[config.mk]
export PLATFORM = sky130hd
export DESIGN_NAME = mem_access_ctrl
export DESIGN_NICKNAME = d
export VERILOG_FILES = /design/src/rtl/mem_access_ctrl.sv
export SDC_FILE = /design/constraint.sdc
export NUM_CORES = 1
export LEC_CHECK = 0
export CORE_AREA = 2 2 161 163
export CTS_CLUSTER_SIZE = 16
export DETAILED_ROUTE_END_ITERATION = 7
export DIE_AREA = 0 0 163 165
export PLACE_DENSITY = 0.92
export SYNTH_ARGS = -nofsm -noshare
export SYNTH_HDL_FRONTEND = slang
export SYNTH_SLANG_ARGS = --single-unit
[constraint.sdc]
create_clock -name clk -period 3.7 [get_ports clk]
set_input_delay 0.74 -clock clk [delete_from_list [all_inputs] [get_ports clk]]
set_output_delay 0.74 -clock clk [all_outputs]
set_load 0.02 [all_outputs]
[src/rtl/mem_access_ctrl.sv]
// Data-bus sequencer for loads/stores: captures one memory-stage request, drives the dbus handshake,
// and returns lane-extracted, extended load data. Optional MISALIGN_CHECK_EN short-circuits unaligned requests.
module mem_access_ctrl #(
    parameter int ADDR_W = 64,
    parameter int DATA_W = 64
) (
    input  logic              clk,
    input  logic              reset,
    input  logic              req_valid,
    input  logic              req_write,
    input  logic [ADDR_W-1:0] req_addr,
    input  logic [2:0]        req_size,
    input  logic              req_unsigned,
    input  logic [DATA_W-1:0] req_wdata,
    input  logic              flush,
    output logic              dreq_valid,
    output logic [ADDR_W-1:0] dreq_addr,
    output logic [2:0]        dreq_size,
    output logic [7:0]        dreq_strobe,
    output logic [DATA_W-1:0] dreq_data,
    input  logic              dresp_addr_ok,
    input  logic              dresp_data_ok,
    input  logic [DATA_W-1:0] dresp_data,
    output logic              stall,
    output logic              done,
    output logic [DATA_W-1:0] rdata,
    output logic              misaligned
);

    typedef enum logic [1:0] {S_IDLE, S_REQ, S_WAIT, S_DONE} state_t;

    state_t            state_q, state_d;
    logic [ADDR_W-1:0] addr_q, addr_d;
    logic [2:0]        size_q, size_d;
    logic              write_q, write_d;
    logic              uns_q, uns_d;
    logic [7:0]        strobe_q, strobe_d;
    logic [DATA_W-1:0] wdata_q, wdata_d;
    logic [DATA_W-1:0] rdata_q, rdata_d;
    logic              fpend_q, fpend_d;
    logic [7:0]        base_mask;
    logic [DATA_W-1:0] load_word;

    function automatic logic [DATA_W-1:0] extract(input logic [DATA_W-1:0] raw, input logic [2:0] off,
                                                  input logic [1:0] sz, input logic uns);
        logic [DATA_W-1:0] w;
        w = raw >> {off, 3'b000};
        case (sz)
            2'd0:    extract = uns ? {56'd0, w[7:0]}  : {{56{w[7]}}, w[7:0]};
            2'd1:    extract = uns ? {48'd0, w[15:0]} : {{48{w[15]}}, w[15:0]};
            2'd2:    extract = uns ? {32'd0, w[31:0]} : {{32{w[31]}}, w[31:0]};
            default: extract = w;
        endcase
    endfunction

    always_comb begin
        case (req_size[1:0])
            2'd0:    base_mask = 8'h01;
            2'd1:    base_mask = 8'h03;
            2'd2:    base_mask = 8'h0F;
            default: base_mask = 8'hFF;
        endcase
    end

    // Stores report no read data.
    assign load_word = write_q ? '0 : extract(dresp_data, addr_q[2:0], size_q[1:0], uns_q);

`ifdef MISALIGN_CHECK_EN
    logic mis_q, mis_d;
    logic unaligned;
    logic [2:0] align_mask;
    always_comb begin
        case (req_size[1:0])
            2'd0:    align_mask = 3'b000;
            2'd1:    align_mask = 3'b001;
            2'd2:    align_mask = 3'b011;
            default: align_mask = 3'b111;
        endcase
    end
    assign unaligned  = (req_addr[2:0] & align_mask) != 3'b000;
    assign misaligned = (state_q == S_DONE) && mis_q;
`else
    assign misaligned = 1'b0;
`endif

    always_comb begin
        state_d  = state_q;
        addr_d   = addr_q;
        size_d   = size_q;
        write_d  = write_q;
        uns_d    = uns_q;
        strobe_d = strobe_q;
        wdata_d  = wdata_q;
        rdata_d  = rdata_q;
        fpend_d  = fpend_q;
        stall    = 1'b0;
`ifdef MISALIGN_CHECK_EN
        mis_d    = mis_q;
`endif
        case (state_q)
            S_IDLE: begin
                stall = req_valid;
                if (req_valid && !flush) begin
                    addr_d   = req_addr;
                    size_d   = req_size;
                    write_d  = req_write;
                    uns_d    = req_unsigned;
                    strobe_d = req_write ? (base_mask << req_addr[2:0]) : 8'h00;
                    wdata_d  = req_write ? (req_wdata << {req_addr[2:0], 3'b000}) : '0;
                    rdata_d  = '0;
                    fpend_d  = 1'b0;
                    state_d  = S_REQ;
`ifdef MISALIGN_CHECK_EN
                    mis_d = unaligned;
                    if (unaligned) state_d = S_DONE;
`endif
                end
            end
            S_REQ: begin
                stall = 1'b1;
                if (flush) fpend_d = 1'b1;
                if (dresp_addr_ok) begin
                    if (dresp_data_ok) begin
                        rdata_d = load_word;
                        state_d = S_DONE;
                    end else begin
                        state_d = S_WAIT;
                    end
                end
            end
            S_WAIT: begin
                stall = 1'b1;
                if (flush) fpend_d = 1'b1;
                if (dresp_data_ok) begin
                    rdata_d = load_word;
                    state_d = S_DONE;
                end
            end
            default: begin
                fpend_d = 1'b0;
                state_d = S_IDLE;
            end
        endcase
    end

    always_ff @(posedge clk) begin
        if (reset) begin
            state_q  <= S_IDLE;
            addr_q   <= '0;
            size_q   <= '0;
            write_q  <= 1'b0;
            uns_q    <= 1'b0;
            strobe_q <= '0;
            wdata_q  <= '0;
            rdata_q  <= '0;
            fpend_q  <= 1'b0;
`ifdef MISALIGN_CHECK_EN
            mis_q    <= 1'b0;
`endif
        end else begin
            state_q  <= state_d;
            addr_q   <= addr_d;
            size_q   <= size_d;
            write_q  <= write_d;
            uns_q    <= uns_d;
            strobe_q <= strobe_d;
            wdata_q  <= wdata_d;
            rdata_q  <= rdata_d;
            fpend_q  <= fpend_d;
`ifdef MISALIGN_CHECK_EN
            mis_q    <= mis_d;
`endif
        end
    end

    assign dreq_valid  = (state_q == S_REQ);
    assign dreq_addr   = addr_q;
    assign dreq_size   = size_q;
    assign dreq_strobe = strobe_q;
    assign dreq_data   = wdata_q;
    assign done        = (state_q == S_DONE) && !fpend_q;
    assign rdata       = rdata_q;

endmodule

Word level (Yosys, flattened, before mapping):

Cells that the tools add are included.

* flip-flop bits (word level): 208
* output and inout port bits: 207
* logic and storage cells: 57

* equality and inequality tests: 11
* shift operators: 3
* multiplexer cells: 21
* reductions and logical operators: 13

Operator list (number)
* $mux 64: 8
* $pmux 64 s3: 2
* $shl 64x6->64: 1
* $shr 64x6->64: 1
* $pmux 8 s3: 1
* $eq 2x2->1 const B: 4
* $mux 8: 1
* $shl 8x3->8: 1
* $eq 2x1->1 const B: 3
* $logic_not 2->1: 3
* $mux 2: 3
* $pmux 2 s3: 1
* $reduce_and 3->1: 2
* $ne 2x1->1 const B: 2
* $ne 2x2->1 const B: 2
* $pmux 1 s2: 2
* $reduce_and 2->1: 2
* $mux 1: 3
* $reduce_bool 3->1: 1
* $logic_and 1x1->1: 2
* $logic_not 1->1: 2
* $reduce_or 2->1: 1

Depth between registers and ports, before layout:

* word-level depth: 7
* gate-level depth with buffers: 10
* depth with buffers taken out: 7

Worst setup path before layout:

OpenSTA, ideal clock, no wires.

* path type: input to register
* start point: in req_addr[1]
* end point: reg wdata_q[54], in the netlist dreq_data[54]
* library setup time: 0.128 ns
* arrival time: 2.267 ns
* path slack: 1.305 ns
* stages on the path: 6
* cells stage by stage: buf_2 > buf_1 > mux2_2 > mux4_2 > a22oi_1 > nor2_1

* longest elaborated chain between the ends: 2

RTL lines
* start, declared: RTL line 11 `input logic [ADDR_W-1:0] req_addr,`
* $shl 64x6->64: RTL line 109 `wdata_d = req_write ? (req_wdata << {req_addr[2:0], 3'b000}) : '0;`
* $mux 64: RTL line 109
* end signal, assigned: RTL line 167 `wdata_q <= wdata_d;`
* end, declared: RTL line 38 `logic [DATA_W-1:0] wdata_q, wdata_d;`

Every way passes these cells.
A chain may end at the register's enable or synchronous reset.

Final worst setup path:

* start point: reg addr_q[0], in the netlist dreq_addr[0]
* end point: out dreq_addr[0]

RTL lines
* start, declared: RTL line 33 `logic [ADDR_W-1:0] addr_q, addr_d;`
* start signal, assigned: RTL line 162 `addr_q <= addr_d;`
* end, declared: RTL line 17 `output logic [ADDR_W-1:0] dreq_addr,`

No word-level cell between the ends.

==> results <==
## path summary, 6_finish.rpt
check	from	endpoint	slack, ns	depth (start not counted)
worst max register to register	dreq_addr[0]	rdata[9]	0.70	6
worst max-delay path	dreq_addr[0]	dreq_addr[0]	0.44	2
worst min register to register	dreq_addr[53]	dreq_addr[53]	0.46	2
worst min-delay path	dreq_addr[53]	dreq_addr[53]	0.46	2
## metal layers
metal / part of all wire / wire length (um) / GRT usage
met1: 0.36 / 16590 / 0.3816
met2: 0.47 / 21610 / 0.5308
met3: 0.11 / 5045 / 0.08538
met4: 0.058 / 2677 / 0.1830
met5: 0 / 0 / 0
## state kept, by name (all words and copies together), names as in the netlist
name and cells:
dreq_addr 64, dreq_data 64, dreq_size 3, dreq_strobe 8
fpend_q 1, rdata 64, state_q 2, uns_q 1
write_q 1
## cells in the mapped netlist (all sizes together) (20+ instances only)
master / number
a211oi: 39
a21oi: 148
a22oi: 71
buf: 43
clkbuf: 85
dfxtp: 208
mux2: 62
mux2i: 51
mux4: 39
nand2: 206
nor2: 118
nor3: 20
o21ai: 21
o22ai: 31
## through the flow
step                hold WS (ns)  cells  cell area [sq um]    util  setup slack, ns
CTS                       0.4532   2008              16440  0.6565           0.4140
floorplan                 0.4579   1324              11410       -            1.305
finish                    0.4551   2008              16440  0.6565           0.4368
global route              0.4683   2008              16440  0.6565           0.3177
global placement          0.4410   1967              15670  0.6260           0.5988
detailed placement        0.4453   1967              15670  0.6260           0.4577
## kinds of logic after synthesis
kind of cell               count (synthesis)  synth area share
AOI/OAI and AO/OA                        412            0.2423
adders and majority gates                  4          0.004386
muxes                                    152            0.1829
other                                      1         0.0003286
buffers and inverters                    140           0.05110
and+or+nand+nor                          407            0.1541
DFF                                      208            0.3649
## worst register-to-register path, stage by stage, from the launching register on
cell       delay [ns]
dfxtp_2          0.80
buf_4            0.51
nor2b_1          0.78
o2bb2ai_1        0.38
mux2i_1          0.20
nor3_1           0.16
a211o_1          0.12
## power by group
part | leakage [nW] | switching [mW] | total [mW] | internal [mW]
combinational | 3.82 | 1.53 | 2.61 | 1.08
clock | 0.379 | 0.957 | 2.36 | 1.41
sequential | 1.69 | 0.149 | 2.57 | 2.42
## cell type report
cell class                      count  area, sq um  share of cell area
Inverter                           12        45.04            0.002740
Clock inverter                      7        85.08            0.005176
Timing Repair Buffer              441         4357              0.2651
Clock buffer                       34        679.4             0.04133
Sequential cell                   208         4167              0.2535
Tap cell                          330        412.9             0.02512
Multi-Input combinational cell    976         6691              0.4071
==> key figures <==
Outcome
  – Outcome: finished clean

Pwr
  – PwrDens: 459.1 mW/mm^2
  – Pwr Total: 7.546 mW
  – Worst vdd ir: 0.0003929 V
  – Pleak: 5.884 nW

Timing
  – Final Hold Vio Count: 0
  – Fin. max-slew vios: 0
  – Setup Skew: 0.008147 ns
  – Max Freq: 306.5 MHz
  – Fin Setup TNS: 0 ns
  – Final worst-path cycle share: 0.8819
  – Actual slew at the worst max-slew pin: 1.289 ns
  – Fin crit period: 3.263 ns
  – RSZ-0062 raised after global routing: no
  – Slew margin rel.: 0.1386
  – Setup-failing EPs final: 0

Clock tree
  – Clock-pin slew on the worst setup and hold paths: 0.06 ns
  – Skew-Pair Late Insertion Delay: 0.51 ns
  – Setup Buffers After CTS: 0
  – Clock sink count: 208
  – TritonCTS clock tree: done
  – Post-CTS Hold Buffers: 0
  – H-tree lvl count: 1
  – CTS max path bufs: 3
  – Resize count post-CTS: 0
  – CTS Buf Count: 24
  – Root Driver: clkbuf_16

Floorplan
  – # IOs: 410
  – Initial Util: 0.4558
  – DIE AREA: 0.02690 sq mm
  – Die extent in y: 165 um
  – Std-Cell Core Area: 0.02504 sq mm
  – Cell Rows: 58
  – Die X: 163 um

Setup path
  – Crit start category: register
  – Critical Path, Cell by Cell: buf_4 > clkdlybuf4s50_1
  – Buf+Inv Stages, Crit Path: 2
  – Worst path slowest cell: dfxtp_2
  – Top delay family on crit path: buffers and inverters
  – Crit. End Element: output pin
  – Req. time, crit path: 2.96 ns
  – Worst path max stage delay: 0.80 ns
  – Critical Path AT: 2.52 ns
  – Kind of critical path: register to output pin
  – CP Max Fanout: 30

Cells and area
  – P&R area growth vs syn: 44.05%
  – Most frequent cells in the layout: 405 x clkdlybuf4s50_1, 206 x nand2_1, 206 x dfxtp_1, 147 x a21oi_1, 114 x nor2_1
  – Share of layout cells above drive strength 1: 0.1168
  – NumNets Final: 1,870
  – Ant. Diodes: 0
  – Fillers: 1,908
  – Commonest non-fill, non-tap cell in the layout: clkdlybuf4s50_1

Logic synthesis
  – Share of the synthesized area in the top cell type: 0.3649
  – Netlist Area Pre-Place: 0.01141 sq mm
  – Mapped Cells: 1,324
  – Synth area leader: dfxtp_1
  – Largest cells by area after synthesis: dfxtp_1 36%, mux4_2 7.7%, nand2_1 6.8%
  – Syn. warnings: 0
  – Asr flop ratio synth: 0
  – Flops & latches, synth: 208
  – EDFF count, synth: 0
  – Syn_nets: 1,531
  – Yosys cell types: 64
  – Synthesized area per cell: 8.619 sq um
  – Main synth FF type: dfxtp_1
  – Seq/Total Area, Yosys: 0.3649

GRT
  – Initial antenna violation count: 0
  – Largest net degree at the start of global routing: 122
  – Grt total ovfl: 0
  – First-pass GRT wire length: 68,020 um
  – GRT Util Overall: 0.3223
  – Vias in the first global route: 11.94k

Drt
  – Drt first pass iters: 8
  – # DRC: 0
  – Vias post-DR: 12.48k
  – Drt initial violations: 1,238
  – Wirelength, routed: 45,930 um
  – Post-route ant nets: 0
  – Vias/cell: 6.215
  – Routed len/inst: 22.87 um

Worst hold path
  – Hold Path Class: register to register

Placed design
  – Routability cong.: 0.9405
  – DP HPWL: 32,990 um
  – I/O Buffers: 408

Run
  – Max-Cap Viols: 0
Power figures use the tool's default switching activity.
